===== src/rtl/sprite_pkg.sv =====
// Shared types and constants for the sprite compositor: the attribute record,
// the default colour key / background, and a log2 helper for derived widths.
package sprite_pkg;

    function automatic int clog2(input int value);
        int r;
        r = 0;
        while ((1 << r) < value) r++;
        return r;
    endfunction

    localparam int          SPR_FRAMES  = 4;
    localparam int          FRAME_W     = clog2(SPR_FRAMES);
    localparam logic [23:0] KEY_RGB_DEF = 24'hEE35FF;
    localparam logic [23:0] BG_RGB_DEF  = 24'h893892;

    typedef struct packed {
        logic               en;
        logic               flip;
        logic [FRAME_W-1:0] frame;
        logic [9:0]         x;
        logic [9:0]         y;
    } sprite_attr_t;

endpackage


===== src/rtl/sprite_channel.sv =====
// One sprite channel, first pipeline stage: bounding-box hit test and ROM
// address generation for the current pixel, registered on pixel_ce.
module sprite_channel
    import sprite_pkg::*;
#(
    parameter int CH     = 0,
    parameter int SPR_W  = 16,
    parameter int SPR_H  = 16,
    parameter int FRAMES = 4,
    parameter int ADDR_W = 12
) (
    input  logic              clk,
    input  logic              rst_n,
    input  logic              pixel_ce,
    input  logic [9:0]        draw_x,
    input  logic [9:0]        draw_y,
    input  sprite_attr_t      attr,
    output logic              hit_reg,
    output logic [ADDR_W-1:0] addr_reg
);

    localparam int WX    = clog2(SPR_W);
    localparam int WY    = clog2(SPR_H);
    localparam int WF    = clog2(FRAMES);
    localparam int LOW_W = WF + WY + WX;
    localparam logic [ADDR_W-1:0] BASE = ADDR_W'(CH) << LOW_W;

    logic [10:0]       right_edge;
    logic [10:0]       bottom_edge;
    logic [WX-1:0]     dx;
    logic [WY-1:0]     dy;
    logic [WX-1:0]     sx;
    logic              hit_next;
    logic [ADDR_W-1:0] addr_next;

    // 11-bit edges so a sprite hanging off the right/bottom never wraps to 0
    assign right_edge  = {1'b0, attr.x} + 11'(SPR_W);
    assign bottom_edge = {1'b0, attr.y} + 11'(SPR_H);

    assign hit_next = attr.en
                   && (draw_x >= attr.x) && ({1'b0, draw_x} < right_edge)
                   && (draw_y >= attr.y) && ({1'b0, draw_y} < bottom_edge);

    assign dx = draw_x[WX-1:0] - attr.x[WX-1:0];
    assign dy = draw_y[WY-1:0] - attr.y[WY-1:0];
    // SPR_W-1-sx is a bitwise inversion for a power-of-two width
    assign sx = attr.flip ? ~dx : dx;

    assign addr_next = BASE | ADDR_W'({attr.frame[WF-1:0], dy, sx});

    always_ff @(posedge clk or negedge rst_n) begin
        if (!rst_n) begin
            hit_reg  <= 1'b0;
            addr_reg <= '0;
        end else if (pixel_ce) begin
            hit_reg <= hit_next;
            if (hit_next)
                addr_reg <= addr_next;
        end
    end

endmodule


===== src/rtl/sprite_compositor.sv =====
// Multi-sprite compositor: double-buffered attributes, per-channel address
// stage, external ROM stage, then colour-keyed fixed-priority output mux.
module sprite_compositor
    import sprite_pkg::*;
#(
    parameter int          N_SPR   = 4,
    parameter int          SPR_W   = 16,
    parameter int          SPR_H   = 16,
    parameter int          FRAMES  = SPR_FRAMES,
    parameter logic [23:0] KEY_RGB = KEY_RGB_DEF,
    parameter logic [23:0] BG_RGB  = BG_RGB_DEF,
    localparam int         ADDR_W  = clog2(N_SPR * FRAMES * SPR_W * SPR_H),
    localparam int         IDX_W   = (N_SPR > 1) ? clog2(N_SPR) : 1
) (
    input  logic                    Clk,
    input  logic                    Reset_n,
    input  logic                    pixel_ce,
    input  logic [9:0]              DrawX,
    input  logic [9:0]              DrawY,
    input  logic                    blank,
    input  logic                    frame_sync,
    input  logic                    wr_en,
    input  logic [IDX_W-1:0]        wr_idx,
    input  sprite_attr_t            wr_attr,
    output logic [N_SPR*ADDR_W-1:0] rom_addr,
    output logic                    rom_en,
    input  logic [N_SPR*24-1:0]     rom_data,
    output logic [7:0]              Red,
    output logic [7:0]              Green,
    output logic [7:0]              Blue
);

    sprite_attr_t     shadow_reg [N_SPR];
    sprite_attr_t     active_reg [N_SPR];
    logic [N_SPR-1:0] hit_s1;
    logic [N_SPR-1:0] hit_s2_reg;
    logic             blank_s1_reg;
    logic             blank_s2_reg;
    logic [23:0]      rgb_reg;
    logic [23:0]      rgb_next;

    // Commit copies the pre-write shadow, so a same-cycle write waits a frame
    always_ff @(posedge Clk or negedge Reset_n) begin
        if (!Reset_n) begin
            for (int i = 0; i < N_SPR; i++) begin
                shadow_reg[i] <= '0;
                active_reg[i] <= '0;
            end
        end else begin
            for (int i = 0; i < N_SPR; i++) begin
                if (wr_en && (wr_idx == IDX_W'(i)))
                    shadow_reg[i] <= wr_attr;
                if (frame_sync)
                    active_reg[i] <= shadow_reg[i];
            end
        end
    end

    generate
        for (genvar gi = 0; gi < N_SPR; gi++) begin : g_chan
            sprite_channel #(
                .CH     (gi),
                .SPR_W  (SPR_W),
                .SPR_H  (SPR_H),
                .FRAMES (FRAMES),
                .ADDR_W (ADDR_W)
            ) u_chan (
                .clk      (Clk),
                .rst_n    (Reset_n),
                .pixel_ce (pixel_ce),
                .draw_x   (DrawX),
                .draw_y   (DrawY),
                .attr     (active_reg[gi]),
                .hit_reg  (hit_s1[gi]),
                .addr_reg (rom_addr[gi*ADDR_W +: ADDR_W])
            );
        end
    endgenerate

    assign rom_en = pixel_ce;

    // hit/blank ride alongside the ROM read so they meet rom_data at the mux
    always_ff @(posedge Clk or negedge Reset_n) begin
        if (!Reset_n) begin
            blank_s1_reg <= 1'b0;
            blank_s2_reg <= 1'b0;
            hit_s2_reg   <= '0;
            rgb_reg      <= '0;
        end else if (pixel_ce) begin
            blank_s1_reg <= blank;
            blank_s2_reg <= blank_s1_reg;
            hit_s2_reg   <= hit_s1;
            rgb_reg      <= rgb_next;
        end
    end

    // Scan from lowest priority upward so channel 0 overrides everything
    always_comb begin
        rgb_next = BG_RGB;
        for (int i = N_SPR - 1; i >= 0; i--) begin
            if (hit_s2_reg[i] && (rom_data[i*24 +: 24] != KEY_RGB))
                rgb_next = rom_data[i*24 +: 24];
        end
        if (!blank_s2_reg)
            rgb_next = '0;
    end

    assign Red   = rgb_reg[23:16];
    assign Green = rgb_reg[15:8];
    assign Blue  = rgb_reg[7:0];

endmodule


===== config.mk =====
export PLATFORM = sky130hd
export DESIGN_NAME = sprite_compositor
export DESIGN_NICKNAME = d
export VERILOG_FILES = /design/src/rtl/sprite_pkg.sv /design/src/rtl/sprite_channel.sv /design/src/rtl/sprite_compositor.sv
export SDC_FILE = /design/constraint.sdc
export NUM_CORES = 1
export LEC_CHECK = 0
export ABC_CLOCK_PERIOD_IN_PS = 6500
export CAP_MARGIN = 20
export CORE_MARGIN = 5
export CORE_UTILIZATION = 46
export DETAILED_ROUTE_END_ITERATION = 12
export PLACE_DENSITY_LB_ADDON = 0.15
export SLEW_MARGIN = 10
export SYNTH_ARGS = -nofsm -noshare
export SYNTH_HDL_FRONTEND = slang
export SYNTH_HIERARCHICAL = 1
export SYNTH_SLANG_ARGS = --single-unit

===== constraint.sdc =====
create_clock -name Clk -period 6.5 [get_ports Clk]
set_clock_uncertainty 0.15 [all_clocks]
set_input_delay 1.3 -clock Clk [delete_from_list [all_inputs] [get_ports Clk]]
set_output_delay 1.3 -clock Clk [all_outputs]
set_load 0.01 [all_outputs]

# Yosys cells after proc, flatten, opt, wreduce, memory -nomap -nowiden
# Cells that the tools add are included.
classes:
  n_bitwise: 4
  multipliers: 0
  shift: 0
  div_mod_pow: 0
  n_mux: 9
  reduce_logical: 29
  eq_ne: 7
  magnitude_cmp: 16
  addsub: 16
ops:
  columns: ["cell", "n"]
  rows:
  - ["24-bit 2-to-1 mux", 5]
  - ["24-bit != test (second input constant)", 4]
  - ["10-bit by 5-bit adder with 11-bit output (second input constant)", 8]
  - ["10-bit by 11-bit less-than comparator with 1-bit output", 8]
  - ["10-bit >= comparator", 8]
  - ["4-bit subtractor", 8]
  - ["1-bit logical AND", 24]
  - ["4-bit 2-to-1 mux", 4]
  - ["4-bit NOT", 4]
  - ["2-bit AND reduction", 4]
  - ["2-bit == test (second input constant)", 2]
  - ["2-bit by 1-bit == test with 1-bit output (second input constant)", 1]
  - ["2-bit logical NOT", 1]
word_totals:
  ramBits: 0
  mem_bits_ro: 0
  ff_bits: 269
  n_memories: 0
  in_bits: 148
  latch_bits: 0
  out_inout_bits: 73

# Logic depth before layout (Yosys ltp)
# Gate-level depths: netlist of run 1.
logic_depth:
  depth_word: 7
  depth_mapped: 11

# By module
# The synthesis of run 1 kept the hierarchy.
by_module_without_submodules:
  columns: ["module", "cells_each", "instances", "area_per_inst_um2"]
  rows:
  - ["sprite_compositor", 667, 1, 9392.8]
  - ["sprite_channel at g_chan[1].u_chan ...", 175, 2, 1579.0]
  - ["sprite_channel at g_chan[3].u_chan", 171, 1, 1554.0]
  - ["sprite_channel at g_chan[0].u_chan", 171, 1, 1535.2]

# Worst setup path after synthesis of run 1
# No wires, ideal clock.
synth_path:
  path_kind: "input-to-reg"
  start: "input port rom_data[38]"
  end: "register rgb_reg[21]"
  slack_ns: 2.975
  path_buffers: 2
  setup_time_ns: 0.130
  cell_stages: 7
  arrival_time_ns: 3.245
  cell_sequence: "or4b_1 or4_4 o31a_1 buf_6 buf_6 a2111oi_2 a2bb2oi_1"
synth_via:
  elab_chain_len: 5
synth_rtl:
  columns: ["item", "line_no", "source"]
  rows:
  - ["start, declared", "sprite_compositor.sv:27", "input logic [N_SPR*24-1:0] rom_data,"]
  - ["24-bit != test", "sprite_compositor.sv:101", "if (hit_s2_reg[i] && (rom_data[i*24 +: 24] != KEY_RGB))"]
  - ["1-bit logical AND", "sprite_compositor.sv:101", null]
  - ["24-bit 2-to-1 mux (2 in series)", "sprite_compositor.sv:101", null]
  - ["24-bit 2-to-1 mux", "sprite_compositor.sv:104", "if (!blank_s2_reg)"]
  - ["end signal, assigned", "sprite_compositor.sv:93", "rgb_reg <= rgb_next;"]
  - ["end, declared", "sprite_compositor.sv:39", "logic [23:0] rgb_reg;"]
# Every way passes these cells.
# A chain may end at the register's enable or synchronous reset.

# Worst setup path in the final report of run 1
layout_path:
  start: "input port pixel_ce"
  end: "output port rom_en"
layout_lines:
  columns: ["item", "line_no", "source"]
  rows:
  - ["start, declared", "sprite_compositor.sv:17", "input logic pixel_ce,"]
  - ["end, declared", "sprite_compositor.sv:26", "output logic rom_en,"]
# No word-level cell between the ends.

==> results.toml, run 1 <==
[status]
status = "complete, no violations"

[power_and_ir_drop]
power_w = 0.00615
p_switching_w = 0.00198
p_int_w = 0.00418
power_frac_seq = 0.390
swShare = 0.321
p_leak_nw = 8.68
peakVddDrop_uv = 215
power.density_nw_per_um2 = 321
p_clk_frac = 0.272
comb_power_share = 0.338

[logic_synthesis]
synth_top_area_cell = "dfrtp_1"
synth_seq_area_share = 0.430
synth_ff_type = "dfrtp_1"
synth_top_area_frac = 0.430
synth.distinct_cells = 69
synth_area_leaders = "dfrtp_1 (43%), mux2_2 (14%), ha_1 (11%)"
synth-edff-count = 0
synthesis.instances = 1359
postSynthAreaPerCell_um2 = 11.5
ys_ff_latch = 269
async_flop_share = 1.00
netlist_area_um2 = 15600
yosys_warnings = 6

[detailed_routing]
wl_per_cell_um = 21.4
ant_nets = 0
via_per_inst = 5.55
drt_iter0_markers = 612
first_pass_iters = 5
route.detailed.drc = 0
vias = 11300
wirelength_um = 43600

[critical_path]
worst-path-stages = 3
critPathLaunch = "pixel_ce"
critPathMaxStageDelay_ns = 0.61
arrival_ns = 2.73
crit_type = "primary input to primary output"
crit_path_max_fanout = 30
slowest_stage = "clkdlybuf4s50_1"
rr_worst_depth = 10
crit_end = "rom_en"
r2r-start = "active_reg[28]"
path_cells = "clkdlybuf4s50_1 > buf_4 > clkdlybuf4s50_1"
worst_setup_path_start_kind = "primary input"
cp_data_required_time_ns = 5.05
crit_family = "buffers and inverters"
critical_path_buf_inv_count = 3
crit_top_cell = "clkdlybuf4s50_1"
r2r_slack_ns = 3.16
cp-end-kind = "primary output"
r2r-end = "g_chan[2].u_chan/addr_reg[8]"

[placement]
hpwl_um = 32900
placed_area_um2 = 18200
portBuffers = 216
place_congestion = 0.910

[die]
fp.dieH_um = 194
die_area_um2 = 37800
start_util = 0.466
io_pins = 221
die_x_um = 194
rows = 67
core_um2 = 33500

[global_routing]
grt_pass1_wl_um = 69000
antenna_found_initial = 0
grt_max_degree = 145
grt_pass1_vias = 11600
grt_usage = 0.227
overflow = 0

[clock_network]
htree_levels = 1
clockRootBuffer = "clkbuf_16"
cts-resized-gates = 0
clk_path_buf_depth = 3
insertion_delay_ns = 0.54
holdBufCountCts = 0
path_clk_slew_ns = 0.06
cts_buffers = 29
cts_tree = "built"
post_cts.repair.setup_buffers = 0
cts_num_sinks = 269

[sta]
worst_slew_pin_slew_ns = 1.02
min_period_ns = 4.18
slew_violations = 0
setup_viol = 0
rsz0062_at_grt = "false"
fmax_mhz = 239
whs_ns = 0.327
hold_violations = 0
tns_ns = 0
relSlewSlack = 0.321
post-route-period-util = 0.643

[cells_and_area]
final_core_util = 0.572
final_nets = 1861
syn_to_final_growth_pct = 22.7
drive_gt1_frac = 0.190
insertedDiodeCount = 0
fin_area_um2 = 19200

[run]
drv_cap = 0

[hold_path]
min_path_type = "flop to flop"
==> worst min path at each step <==
stage | startpoint | end | cells after the start
floorplan | g_chan[1].u_chan/hit_reg | hit_s2_reg[1] | 2
global placement | g_chan[1].u_chan/addr_reg[10] | g_chan[1].u_chan/addr_reg[10] | 1
detailed placement | g_chan[2].u_chan/addr_reg[11] | g_chan[2].u_chan/addr_reg[11] | 1
CTS | g_chan[1].u_chan/addr_reg[10] | g_chan[1].u_chan/addr_reg[10] | 1
global route | g_chan[2].u_chan/addr_reg[11] | g_chan[2].u_chan/addr_reg[11] | 1
finish | g_chan[2].u_chan/addr_reg[11] | g_chan[2].u_chan/addr_reg[11] | 1
==> metrics by stage <==
step	setup WS, ns	std cells
after CTS	2.31	2039
after global routing	2.14	2039
final	2.32	2039
after floorplan	2.97	1360
after detailed placement	1.78	1986
after global placement	1.82	1984
==> metal layers <==
layer	global-route usage	share of wire	vias up
li1	-	-	5311
met1	0.310	0.44	5602
met2	0.374	0.47	342
met3	0.0384	0.057	59
met4	0.0648	0.030	0
met5	0	0	-
==> cells in the final DEF, fill, tap and decap left out, drive strengths merged, types with 5 or more instances in the layout <==
cell,n
a2111oi,15
a211oi,17
a21boi,9
a21o,15
a21oi,47
a221oi,12
a22oi,8
a2bb2oi,7
and2,5
and3,14
buf,14
clkbuf,42
clkdlybuf4s50,214
clkinv,5
dfrtp,269
fa,8
ha,136
inv,135
mux2,226
mux2i,11
nand2,53
nand2b,20
nand3,45
nand4,16
nand4b,13
nor2,14
nor2b,22
o2111ai,7
o211ai,5
o21a,7
o21ai,43
o221ai,8
o311a,6
o311ai,9
xnor2,60
==> cells in the mapped netlist (all sizes together) (11+ instances only) <==
master,n
ha,136
dfrtp,269
xnor2,60
nand4,16
inv,134
and3,14
buf,14
nor2b,22
a21oi,47
a211oi,17
nand3,45
a2111oi,15
o21ai,43
mux2,226
nand4b,13
a221oi,12
clkbuf,36
a21o,15
nand2b,20
nand2,53
mux2i,11
nor2,14
==> logic make-up (layout without fill, tap and decap cells) <==
logic type               Yosys count  in the layout  synth area share
AND/OR/NAND/NOR                  218            218            0.0794
buffers and inverters            184            415            0.0488
multiplexers                     237            237             0.175
XOR/XNOR                          64             64            0.0358
other                              3              4          0.000720
flip-flops                       269            269             0.430
AO/OA/AOI/OAI                    240            240             0.111
adder cells (fa/ha/maj)          144            144             0.119
==> power groups by stage <==
stage          clock network, W  logic (W)  registers [W]
6_report                0.00167    0.00208        0.00240
5_1_grt                 0.00178    0.00231        0.00246
4_1_cts                 0.00171    0.00209        0.00241
3_5_place_dp                  0    0.00208        0.00244
3_3_place_gp                  0    0.00203        0.00242
2_1_floorplan                 0    0.00128        0.00236
==> layout make-up <==
| cell class | count | area, µm² |
|---|---|---|
| fill | 2870 | 14300 |
| sequential | 269 | 6730 |
| multi-input combinational | 907 | 8150 |
| timing repair buffer | 228 | 2260 |
| clock buffer | 42 | 855 |
| inverter | 134 | 503 |
| clock inverter | 11 | 120 |
| tap | 448 | 561 |
No activity file was read; power rests on OpenSTA's default activity.
==> inputs of run 2 (changes only) <==
--- a/config.mk
+++ b/config.mk
@@ -5,7 +5,7 @@
 export SDC_FILE = /design/constraint.sdc
 export NUM_CORES = 1
 export LEC_CHECK = 0
-export ABC_CLOCK_PERIOD_IN_PS = 6500
+export ABC_CLOCK_PERIOD_IN_PS = 3380
 export CAP_MARGIN = 20
 export CORE_MARGIN = 5
 export CORE_UTILIZATION = 46
==> constraint.sdc (replaced) <==
create_clock -name Clk -period 3.38 [get_ports Clk]
set_clock_uncertainty 0.15 [all_clocks]
set_input_delay 0.676 -clock Clk [delete_from_list [all_inputs] [get_ports Clk]]
set_output_delay 0.676 -clock Clk [all_outputs]
set_load 0.01 [all_outputs]
==> results.toml, run 2 (same netlist as run 1, synthesis figures left out) <==
[critical_path]
crit_type = "primary input to flop"
crit_path_max_fanout = 11
worst_setup_path_start_kind = "primary input"
arrival_ns = 3.51
cp-end-kind = "flop"
cp_data_required_time_ns = 3.67

[sta]
slew_violations = 0
setup_viol = 0
worst_slew_pin_slew_ns = 0.842
hold_violations = 0
post-route-period-util = 0.952
relSlewSlack = 0.438
fmax_mhz = 311
rsz0062_at_grt = "false"
min_period_ns = 3.22
setup_ws_ns = 0.163

[global_routing]
antenna_found_initial = 0
grt_max_degree = 106
grt_usage = 0.231
overflow = 0
grt_pass1_wl_um = 70200
grt_pass1_vias = 12100

[die]
fp.dieH_um = 194
io_pins = 221
core_um2 = 33500
start_util = 0.466
die_area_um2 = 37800
rows = 67
die_x_um = 194

[cells_and_area]
final_common_cell = "dfrtp_1"
final_core_util = 0.595
drive_gt1_frac = 0.230
layout_common_cells = "dfrtp_1 (269), clkdlybuf4s50_1 (214), mux2_2 (200), ha_1 (136), inv_1 (134)"
syn_to_final_growth_pct = 27.6
final_nets = 1947

[clock_network]
insertion_delay_ns = 0.56
cts_tree = "built"
htree_levels = 1
clockRootBuffer = "clkbuf_16"
path_clk_slew_ns = 0.06
holdBufCountCts = 0
cts_buffers = 30
clk_path_buf_depth = 3
cts_num_sinks = 269
cts-resized-gates = 0
post_cts.repair.setup_buffers = 0

[power_and_ir_drop]
peakVddDrop_uv = 407
power_w = 0.0121
p_leak_nw = 9.14
power.density_nw_per_um2 = 606

[placement]
hpwl_um = 34500
pre_cts_ws_ns = -0.479
portBuffers = 216
place_congestion = 0.904

[detailed_routing]
ant_nets = 0
first_pass_iters = 5
wl_per_cell_um = 21.0
drt_iter0_markers = 581
vias = 11700
via_per_inst = 5.50
wirelength_um = 44700
route.detailed.drc = 0

[run]
drv_cap = 0

[status]
status = "complete, no violations"

[hold_path]
min_path_type = "primary input to asynchronous set/reset pin"
## run 2: worst max-delay path, cell delays in order
cell and delay (ns):
clkdlybuf4s50_1 0.57, inv_1 0.07, ha_1 0.22, fa_1 0.40
a21boi_0 0.17, o211ai_1 0.19, o2111ai_1 0.26, a21oi_1 0.26
nand4_2 0.16, buf_12 0.21, mux2_1 0.30
## run 2: path summary, 6_finish.rpt
path	slack [ns]	cells after the start	endpoint	from
min in group Clk	0.31	1	g_chan[2].u_chan/addr_reg[11]	g_chan[2].u_chan/addr_reg[11]
hold reg to reg	0.31	1	g_chan[2].u_chan/addr_reg[11]	g_chan[2].u_chan/addr_reg[11]
max in group asynchronous	2.19	2	shadow_reg[62]	Reset_n
setup reg to reg	0.29	11	g_chan[0].u_chan/addr_reg[8]	active_reg[77]
hold / removal	0.02	1	shadow_reg[93]	Reset_n
setup / recovery	0.16	11	g_chan[0].u_chan/addr_reg[8]	DrawY[0]
## run 2: layer usage
layer	up-vias	share of wire	global-route usage
li1	5513	-	-
met2	378	0.47	0.385
met4	0	0.032	0.0688
met3	83	0.060	0.0365
met5	-	0	0
met1	5730	0.44	0.313
## run 2: per-stage QoR
step	cells	TNS, ns	instance area (µm²)	hold WS [ns]
5_1_grt	2126	0	20000	0.0853
3_5_place_dp	2071	-13.30	19000	0.305
3_3_place_gp	2069	-19.32	19000	0.297
6_report	2127	0	20000	0.0202
4_1_cts	2126	0	20000	0.0477
2_1_floorplan	1360	0	15600	0.230
## run 2: final cells by class
type	instances	area, µm²
fillers	2825	13600
repair buffers	313	3010
flip-flops and latches	269	6730
inverters	134	503
well taps	448	561
multi-input cells	907	8160
diodes	1	2.50
clock buffers	43	840
clock inverters	12	149
## run 2: where the power goes
part	internal, W	switching [W]
clock	0.00195	0.00132
sequential	0.00397	0.000623
combinational	0.00232	0.00191
==> inputs of run 3 (changes only) <==
--- a/config.mk
+++ b/config.mk
@@ -8,7 +8,7 @@
 export ABC_CLOCK_PERIOD_IN_PS = 3380
 export CAP_MARGIN = 20
 export CORE_MARGIN = 5
-export CORE_UTILIZATION = 46
+export CORE_UTILIZATION = 35
 export DETAILED_ROUTE_END_ITERATION = 12
 export PLACE_DENSITY_LB_ADDON = 0.15
 export SLEW_MARGIN = 10
==> results.toml, run 3 (same netlist as run 1, synthesis figures left out) <==
[hold_path]
min_from = "g_chan[1].u_chan/addr_reg[10]"
whs_endpoint = "g_chan[1].u_chan/addr_reg[10]"
min_path_type = "flop to flop"
hold_depth = 1

[global_routing]
antenna_found_initial = 1
overflow = 0
grt_usage = 0.182
grt_pass1_wl_um = 72000
grt_max_degree = 80
grt_pass1_vias = 12300

[power_and_ir_drop]
p_leak_nw = 9.28
peakVddDrop_uv = 406
swShare = 0.302
power_frac_seq = 0.363
power.density_nw_per_um2 = 615
p_clk_frac = 0.305
p_int_w = 0.00877
power_w = 0.0126
comb_power_share = 0.332
p_switching_w = 0.00378

[critical_path]
critical_path_buf_inv_count = 3
rr_worst_depth = 12
slowest_stage = "clkdlybuf4s50_1"
cp-end-kind = "flop"
r2r-end = "g_chan[2].u_chan/addr_reg[2]"
crit_type = "primary input to flop"
r2r_slack_ns = 0.42
cp_data_required_time_ns = 3.68
arrival_ns = 3.52
crit_family = "buffers and inverters"
worst_setup_path_start_kind = "primary input"
path_cells = "clkdlybuf4s50_1 > inv_1 > ha_1 > fa_1 > a21boi_0 > o211ai_1 > o2111ai_1 > a21oi_1 > nand4_2 > buf_12 > mux2_1"
crit_path_max_fanout = 7
r2r-start = "active_reg[38]"
critPathMaxStageDelay_ns = 0.61

[clock_network]
cts_num_sinks = 269
htree_levels = 1
clockRootBuffer = "clkbuf_16"
post_cts.repair.setup_buffers = 0
path_clk_slew_ns = 0.06
cts-resized-gates = 0
clk_path_buf_depth = 3
cts_tree = "built"
holdBufCountCts = 1
insertion_delay_ns = 0.58
cts_buffers = 31

[die]
core_um2 = 44200
die_area_um2 = 49000
fp.dieH_um = 221
start_util = 0.354
io_pins = 221
rows = 77
die_x_um = 221

[cells_and_area]
fill_cells = 4103
multi_input_area_um2 = 8150
syn_to_final_growth_pct = 30.6
seqCellArea_um2 = 6730
final_nets = 1947
layout_common_cells = "dfrtp_1 (269), clkdlybuf4s50_1 (214), mux2_2 (200), ha_1 (136), inv_1 (134)"
final_core_util = 0.462
final_common_cell = "dfrtp_1"
insertedDiodeCount = 0
drive_gt1_frac = 0.235

[run]
drv_cap = 0

[detailed_routing]
wirelength_um = 45400
wl_per_cell_um = 20.0
ant_nets = 0
drt_iter0_markers = 721
route.detailed.drc = 0
via_per_inst = 5.13
vias = 11700
first_pass_iters = 5

[sta]
tns_ns = 0
post-route-period-util = 0.954
slew_violations = 0
hold_violations = 0
fmax_mhz = 310
rsz0062_at_grt = "false"
min_period_ns = 3.23
worst_slew_pin_slew_ns = 0.754
relSlewSlack = 0.497
setup_viol = 0

[placement]
portBuffers = 216
place_congestion = 0.916
hpwl_um = 35100

[status]
status = "complete, no violations"
[run 3: cell count changes in the layout (fill, tap and decap cells not counted), moves of 3 or more]
cell,previous run,this run
bufinv_16,3,7
buf_12,10,17
clkbuf_1,9,3
clkbuf_8,4,12
buf_4,86,79
clkinv_2,7,4
[run 3: through the flow]
step / hold WS, ns / setup slack (ns) / instance area [µm²] / instances
finish: 0.327 / 0.154 / 20400 / 2272
floorplan: 0.230 / 0.479 / 15600 / 1360
CTS: 0.336 / 0.159 / 20400 / 2272
global route: 0.361 / 0.0203 / 20400 / 2272
detailed placement: 0.321 / -0.447 / 19200 / 2213
global placement: 0.312 / -0.408 / 19200 / 2213
[run 3: worst reg2reg max path: cells and delay by family, from the launching register on]
kind	cells	cell delay, ns
AO/OA/AOI/OAI	4	0.67
XOR/XNOR	1	0.14
adder cells (fa/ha/maj)	2	0.55
buffers and inverters	2	0.31
flip-flops	1	0.46
multiplexers	1	0.30
AND/OR/NAND/NOR	2	0.25
[run 3: how the worst max path moves through the flow]
stage | cells past startpoint | from | endpoint | slack [ns]
finish | 11 | DrawY[0] | g_chan[0].u_chan/addr_reg[8] | 0.15
global route | 12 | DrawX[0] | g_chan[2].u_chan/addr_reg[2] | 0.02
CTS | 11 | DrawY[0] | g_chan[0].u_chan/addr_reg[8] | 0.16
detailed placement | 11 | DrawY[0] | g_chan[0].u_chan/addr_reg[8] | -0.45
global placement | 12 | DrawX[0] | g_chan[2].u_chan/addr_reg[7] | -0.41
floorplan | 7 | rom_data[38] | rgb_reg[21] | 0.48
[run 3: final cells by class]
class	instances	area share
Multi-Input combinational cell	907	0.399
Sequential cell	269	0.330
Timing Repair Buffer	312	0.152
Clock buffer	46	0.0466
Tap cell	592	0.0363
Inverter	134	0.0246
Clock inverter	12	0.0117
[run 3: metal layers]
layer | part of all wire | GRT usage
met4 | 0.025 | 0.0470
met2 | 0.46 | 0.304
met3 | 0.051 | 0.0301
met1 | 0.46 | 0.247
met5 | 0 | 0
[run 3: power groups by stage]
stage	logic [W]	clock network (W)	registers (W)
after floorplan	0.00246	0	0.00453
after global placement	0.00412	0	0.00461
after CTS	0.00423	0.00397	0.00457
after global routing	0.00463	0.00409	0.00467
after detailed placement	0.00420	0	0.00463
final	0.00417	0.00383	0.00455
